--- src/rtl/cpu_pkg.sv ---
// Shared CPU types for the branch-condition interface between the compare unit
// and jump_control. Both sides import this package, so the encodings exist in one place only.
package cpu_pkg;

   typedef enum logic [1:0] {
      GREATER = 2'b00,
      LESS    = 2'b01,
      EQUAL   = 2'b10,
      UNKNOWN = 2'b11
   } result_t;

   typedef enum logic [3:0] {
      BLT = 4'b0100,
      BGT = 4'b0101,
      BE  = 4'b0110,
      JMP = 4'b1100
   } opcode_t;

endpackage

--- src/rtl/cmp_classify.sv ---
// Combinational three-way compare of a against b. It is written to be reusable by the ALU.
// Equality does not depend on is_signed. is_signed selects only the ordering.
module cmp_classify
   import cpu_pkg::*;
#(
   parameter int DATA_W = 16
) (
   input  logic [DATA_W-1:0] a,
   input  logic [DATA_W-1:0] b,
   input  logic              is_signed,
   output result_t           result
);

   logic less_than;

   always_comb begin
      less_than = 1'b0;
      if (is_signed) less_than = ($signed(a) < $signed(b));
      else           less_than = (a < b);
   end

   always_comb begin
      result = GREATER;
      if (a == b)         result = EQUAL;
      else if (less_than) result = LESS;
   end

endmodule

--- src/rtl/compare_flag_unit.sv ---
// Two-stage CMP pipeline in EX. It holds the committed result_t flag that branch decode
// reads, and it stalls a branch while an older compare is still in flight.
module compare_flag_unit
   import cpu_pkg::*;
#(
   parameter int DATA_W = 16
) (
   input  logic              clk,
   input  logic              rst,
   input  logic              cmp_issue,
   input  logic              cmp_signed,
   input  logic [DATA_W-1:0] op_a,
   input  logic [DATA_W-1:0] op_b,
   input  logic              flush,
   input  logic              br_query,
   output result_t           cmp_result,
   output logic              flag_valid,
   output logic              stall
);

   // Handshake: cmp_issue has no ready, because one CMP is accepted every cycle.
   // The only back-pressure is stall, which is aimed at the branch in decode. A branch
   // may consume cmp_result only in a cycle where br_query=1 and stall=0.
   logic              s1_valid;
   logic [DATA_W-1:0] s1_a;
   logic [DATA_W-1:0] s1_b;
   logic              s1_signed;
   result_t           s2_class;
   result_t           flag;

   cmp_classify #(.DATA_W(DATA_W)) u_classify (
      .a         (s1_a),
      .b         (s1_b),
      .is_signed (s1_signed),
      .result    (s2_class)
   );

   always_ff @(posedge clk) begin
      if (rst) begin
         s1_valid  <= 1'b0;
         s1_a      <= '0;
         s1_b      <= '0;
         s1_signed <= 1'b0;
      end else begin
         s1_valid <= cmp_issue & ~flush;
         if (cmp_issue && !flush) begin
            s1_a      <= op_a;
            s1_b      <= op_b;
            s1_signed <= cmp_signed;
         end
      end
   end

   // A flush leaves the already committed flag as it is.
   always_ff @(posedge clk) begin
      if (rst) begin
         flag       <= UNKNOWN;
         flag_valid <= 1'b0;
      end else if (s1_valid && !flush) begin
         flag       <= s2_class;
         flag_valid <= 1'b1;
      end
   end

   assign cmp_result = flag;
   assign stall      = br_query & (cmp_issue | s1_valid) & ~rst;

endmodule
--- config.mk ---
export PLATFORM = sky130hd
export DESIGN_NAME = compare_flag_unit
export DESIGN_NICKNAME = d
export VERILOG_FILES = /design/src/rtl/cpu_pkg.sv /design/src/rtl/cmp_classify.sv /design/src/rtl/compare_flag_unit.sv
export SDC_FILE = /design/constraint.sdc
export NUM_CORES = 1
export LEC_CHECK = 0
export BUFFER_PORTS_ARGS = -buffer_cell sky130_fd_sc_hd__clkbuf_2
export CAP_MARGIN = 5
export CORE_ASPECT_RATIO = 1.4
export CORE_MARGIN = 3
export CORE_UTILIZATION = 55
export CTS_CLUSTER_DIAMETER = 30
export CTS_CLUSTER_SIZE = 28
export DETAILED_ROUTE_END_ITERATION = 8
export PLACE_DENSITY_LB_ADDON = 0.1
export SYNTH_ARGS = -nofsm -noshare
export SYNTH_HDL_FRONTEND = slang
export SYNTH_SLANG_ARGS = --single-unit
--- constraint.sdc ---
create_clock -name clk -period 3.5 [get_ports clk]
set_clock_uncertainty 0.05 [all_clocks]
set_input_delay 0.35 -clock clk [delete_from_list [all_inputs] [get_ports clk]]
set_output_delay 0.35 -clock clk [all_outputs]
set_load 0.03 [all_outputs]
==> impl_metrics.py, run 1 <==
metrics = {
    "setup_path": {
        "worstReg2RegEnd": "cmp_result[0]",
        "rrSetupSlack_ps": 1720,
        "crit_path_max_incr_delay_ps": 460,
        "worstSetupStartpointType": "flop",
        "path_class": "reg -> reg",
        "r2r_cells": 7,
        "rr_startpoint": "s1_b[15]",
        "endpoint": "cmp_result[0]",
        "cp_max_fo": 4,
        "critPathLaunch": "s1_b[15]",
        "path_cells": "inv_1 > ha_1 > a21oi_2 > o21ai_0 > a21o_1 > or4b_1 > nand3_1",
        "crit_slowest_cell": "or4b_1",
        "required_ps": 3680,
        "crit_path_end_kind": "flop",
        "crit_arrival_ps": 1960,
    },
    "route": {
        "viasPerCell": 5.09,
        "drc_errors": 0,
        "vias": 1502,
        "postRouteAntennaNets": 0,
        "drt_iter0_drc": 32,
        "routedWlPerCell_um": 11.1,
        "wl_um": 3290,
        "drtPass1Iterations": 4,
    },
    "cts": {
        "htreeDepth": 2,
        "cts_sinks": 37,
        "cts.path.max_buffers": 2,
        "ctsHoldBuffers": 0,
        "clock_latency_ps": 290,
        "cts_setup_buffers": 0,
        "cts_resized": 0,
        "cts_root_buffer": "clkbuf_8",
        "numCtsBuffers": 5,
        "cts.clk_slew.worst_paths_ps": 70,
        "cts_tree": "built",
    },
    "sta": {
        "tns_ps": 0,
        "min_period_over_period_pct": 50.9,
        "whs_ps": 228,
        "fin_ws_ps": 1720,
        "rsz0062_at_grt": "no",
        "hold_violations": 0,
        "drv_slew": 0,
        "tightest_slew_ps": 756,
        "setup_viol": 0,
        "fmax_mhz": 561,
        "max_slew_margin_pct": 49.6,
        "period_needed_ps": 1780,
    },
    "logic_synthesis": {
        "synth-async-reset-ratio_pct": 0,
        "yosys_warnings": 0,
        "syn_area_um2": 1730,
        "yosys-top-cells-area": "dfxtp_1, nand2_1, a21oi_1, ha_1, inv_1",
        "ys_seq_area_share_pct": 42.8,
        "syn_nets": 274,
        "synth-seq-cells": 37,
        "synth.most_common_cell": "nand2_1",
        "synthesis.instances": 220,
        "synth_largest_area_cell": "dfxtp_1",
        "synth_flop_cell": "dfxtp_1",
        "synth_edf_count": 0,
        "synth_common_cells": "nand2_1, a21oi_1, dfxtp_1",
        "ys_types": 27,
        "syn-mean-instance-area_um2": 7.86,
        "yosysTopAreaCellShare_pct": 42.8,
    },
    "power": {
        "power.density_nw_per_um2": 424,
        "p_total_w": 0.000858,
        "vdd_drop_max_mv": 0.373,
        "p_leak_nw": 0.875,
    },
    "placed_design": {
        "place.gp.congestion": 0.712,
        "port_buffers": 41,
        "place_inst": 287,
        "pre_cts_ws_ps": 1600,
        "place_hpwl_um": 2340,
    },
    "grt": {
        "grt_antenna_before_repair": 0,
        "grt_pass1_wl_um": 5640,
        "first_global_vias": 1372,
        "grt_usage_pct": 19.7,
        "grt_max_degree": 39,
        "overflow": 0,
    },
    "floorplan": {
        "rows": 23,
        "top_level_ports": 42,
        "fp.coreArea_um2": 2940,
        "die_h_um": 72.3,
        "die_area_um2": 3860,
        "die_w_um": 53.4,
        "initial_utilization_pct": 58.9,
    },
    "min_path": {
        "hold_start": "op_b[10]",
        "hp-class": "in -> reg",
    },
    "finish": {
        "n_fill_cell": 272,
        "diodes": 0,
        "fin_nets": 311,
        "drive_gt1_share_pct": 20.9,
        "instances_no_fill": 295,
        "areaGrowthSynthToFinish_pct": 17.2,
    },
    "run": {
        "drv_cap": 0,
    },
    "status": {
        "outcome": "finished, final reports clean",
    },
}
power breakdown:
group          internal (W)  switching (W)
combinational     0.0000566      0.0000708
sequential         0.000440      0.0000101
clock              0.000141       0.000139
cell type report:
type	instances	area [um2]	share of cell area, %
Sequential cell	37	741	36.5
Tap cell	37	46.3	2.28
Multi-Input combinational cell	154	883	43.6
Inverter	17	63.8	3.15
Clock buffer	8	80.1	3.95
Timing Repair Buffer	42	213	10.5
metal layers:
| layer | vias up | global-route usage [%] | part of all wire (%) |
|---|---|---|---|
| li1 | 795 | - | - |
| met2 | 44 | 31.7 | 48 |
| met1 | 655 | 24.4 | 44 |
| met3 | 8 | 4.31 | 5.9 |
| met5 | - | 0 | 0 |
| met4 | 0 | 9.66 | 1.9 |
cells in the final DEF, fill, tap and decap left out, drive strengths merged:
cell	instances
o211ai	1
inv	17
nand4	4
o311ai	1
nand2	68
nor2b	3
nand3	2
nor3	1
a21oi	42
ha	16
and2b	1
dfxtp	37
nand2b	2
or4b	1
buf	1
a21o	2
a2111oi	1
nor4	1
nor2	4
a211o	1
o21ai	2
nor3b	1
clkbuf	49
cells by family (layout without fill, tap and decap cells):
group	Yosys count	in the layout	synth area share [%]
and+or+nand+nor	88	88	22.7
AOI/OAI and AO/OA	50	50	16.4
DFF	37	37	42.8
buffers and inverters	29	67	6.51
adders and majority gates	16	16	11.6
per-stage QoR:
stage | cell area (um2) | util [%]
floorplan | 1730 | -
global placement | 1940 | 66.2
detailed placement | 1940 | 66.2
CTS | 2020 | 68.9
global route | 2030 | 69.1
finish | 2030 | 69.1
critical path: cells and delay by family, from the launching register on:
family | cells | cell delay, ps
flip-flops | 1 | 340
buffers and inverters | 1 | 50
AND/OR/NAND/NOR | 2 | 550
AO/OA/AOI/OAI | 3 | 410
adder cells (fa/ha/maj) | 1 | 320
flip-flops by register name, summed over array words and instances, names as in the netlist:
register	flops
s1_a	16
s1_b	16
cmp_result	2
flag_valid	1
s1_signed	1
s1_valid	1
how the worst min path moves through the flow:
stage,endpoint,slack [ps],cells past startpoint
2_1_floorplan,s1_signed,380,2
3_3_place_gp,flag_valid,380,2
4_1_cts,s1_a[6],220,3
3_5_place_dp,s1_signed,400,2
6_report,s1_b[10],230,3
5_1_grt,s1_b[7],230,3
(Power assumes the default switching activity.)
==> inputs of run 2 (changes only) <==
CORE_UTILIZATION = 47   (was 55)
clock period = 1.6 ns   (was 3.5 ns; I/O delays follow)
==> run 2 against run 1 <==
The run now ends with setup timing left. Routed wire length is 19% higher. Maximum frequency hardly changed. Sequential power is 120% higher. Cell count is 3.4% higher. Register-to-register slack worse by 1900 ps. Via count is 4.0% higher. Power is 130% higher. Clock power is 120% higher. Worst setup slack worse by 1900 ps. Cell area is 15% higher. Combinational power grew to 3.1 times the previous value. Largest power group unchanged.
==> impl_metrics.py, run 2 (synthesis results as in run 1) <==
metrics = {
    "finish": {
        "n_fill_cell": 309,
        "fin_nets": 318,
        "drive_gt1_share_pct": 40.8,
        "final_area_um2": 2340,
        "mostFrequentLayoutCells": "nand2_1, clkbuf_2, a21oi_1",
        "areaGrowthSynthToFinish_pct": 35.2,
        "diodes": 0,
        "final_common_cell": "nand2_1",
    },
    "cts": {
        "htreeDepth": 2,
        "clock_latency_ps": 290,
        "cts.path.max_buffers": 2,
        "ctsHoldBuffers": 0,
        "cts_tree": "built",
        "numCtsBuffers": 5,
        "cts_root_buffer": "clkbuf_8",
        "cts.clk_slew.worst_paths_ps": 70,
        "cts_sinks": 37,
    },
    "sta": {
        "min_period_over_period_pct": 111,
        "hold_violations": 0,
        "setup_viol": 1,
        "tightest_slew_ps": 407,
        "fmax_mhz": 561,
        "drv_slew": 0,
        "period_needed_ps": 1780,
        "tns_ps": -183,
        "max_slew_margin_pct": 72.5,
        "rsz0062_at_grt": "yes",
        "fin_ws_ps": -183,
    },
    "grt": {
        "grt_antenna_before_repair": 0,
        "grt_usage_pct": 18.8,
        "grt_max_degree": 35,
        "overflow": 0,
        "grt_pass1_wl_um": 6670,
        "first_global_vias": 1576,
    },
    "route": {
        "drc_errors": 0,
        "drtPass1Iterations": 4,
        "vias": 1562,
        "postRouteAntennaNets": 0,
        "wl_um": 3920,
        "viasPerCell": 5.12,
        "drt_iter0_drc": 33,
        "routedWlPerCell_um": 12.8,
    },
    "floorplan": {
        "rows": 25,
        "die_h_um": 77.8,
        "die_w_um": 57.3,
        "initial_utilization_pct": 50.3,
        "top_level_ports": 42,
        "die_area_um2": 4450,
        "fp.coreArea_um2": 3440,
    },
    "setup_path": {
        "worstSetupStartpointType": "flop",
        "cp_max_fo": 3,
        "crit_path_end_kind": "flop",
        "r2r_cells": 6,
        "crit_arrival_ps": 1960,
        "path_class": "reg -> reg",
        "required_ps": 1780,
    },
    "placed_design": {
        "place_hpwl_um": 2560,
        "placed_cell_area_um2": 1990,
        "port_buffers": 41,
        "place.gp.congestion": 0.743,
    },
    "power": {
        "power.density_nw_per_um2": 860,
        "p_leak_nw": 0.935,
        "vdd_drop_max_mv": 0.644,
    },
    "min_path": {
        "holdPathStages": 3,
        "hp-class": "in -> reg",
    },
    "run": {
        "drv_cap": 0,
    },
    "status": {
        "outcome": "finished, violations left",
        "violations": "setup timing",
    },
}
## run 2: power breakdown
| part | switching (W) | internal, W | leakage (nW) | total, W |
|---|---|---|---|---|
| combinational | 0.000204 | 0.000194 | 0.581 | 0.000399 |
| clock | 0.000313 | 0.000301 | 0.0450 | 0.000614 |
| sequential | 0.0000319 | 0.000967 | 0.309 | 0.000998 |
| total | 0.000549 | 0.00146 | 0.935 | 0.00201 |
## run 2: metrics by stage
| step | hold slack (ps) | setup WS [ps] | util, % | cells | power [W] |
|---|---|---|---|---|---|
| global placement | 333 | -114 | 57.9 | 293 | 0.00130 |
| global route | 28.8 | -241 | 68.0 | 305 | 0.00212 |
| floorplan | 246 | -27.7 | - | 220 | 0.00120 |
| detailed placement | 339 | -200 | 57.9 | 293 | 0.00130 |
| CTS | 23.2 | -103 | 66.7 | 305 | 0.00202 |
| finish | 30.5 | -183 | 68.0 | 305 | 0.00201 |
## run 2: area by class of cell
cell class,instances,area (um2),area share (%)
well taps,40,50.0,2.14
repair buffers,49,269,11.5
multi-input cells,154,1110,47.6
flip-flops and latches,37,761,32.5
inverters,17,63.8,2.73
clock buffers,6,72.6,3.10
clock inverters,2,10.0,0.428
## run 2: timing repair
| item | in CTS | in global routing |
|---|---|---|
| hold endpoints to repair | 0 | 0 |
| resized for setup | 38 | 9 |
| pin swaps | 14 | 7 |
| endpoints found under the setup margin | 2 | 2 |
| setup buffers | 4 | 0 |
## run 2: final timing paths
check | end | slack, ps | startpoint
max | cmp_result[0] | -180 | s1_a[4]
min | s1_a[13] | 30 | op_a[13]
max reg2reg | cmp_result[0] | -180 | s1_a[4]
min reg2reg | s1_b[2] | 400 | s1_b[2]
## run 2: metal layers
metal,global-route usage (%),vias up,share of wire [%]
met5,0,-,0
met1,21.8,695,42
li1,-,810,-
met2,31.7,42,50
met3,5.16,15,4.7
met4,8.12,0,3.1
## run 2: worst max-delay path, cell delays in order, from the launching register on
cell and delay, ps:
dfxtp_1 390, ha_4 220, nand4_1 220, nor4_4 80, nor3_2 190, or4b_4 490, nand3_2 80
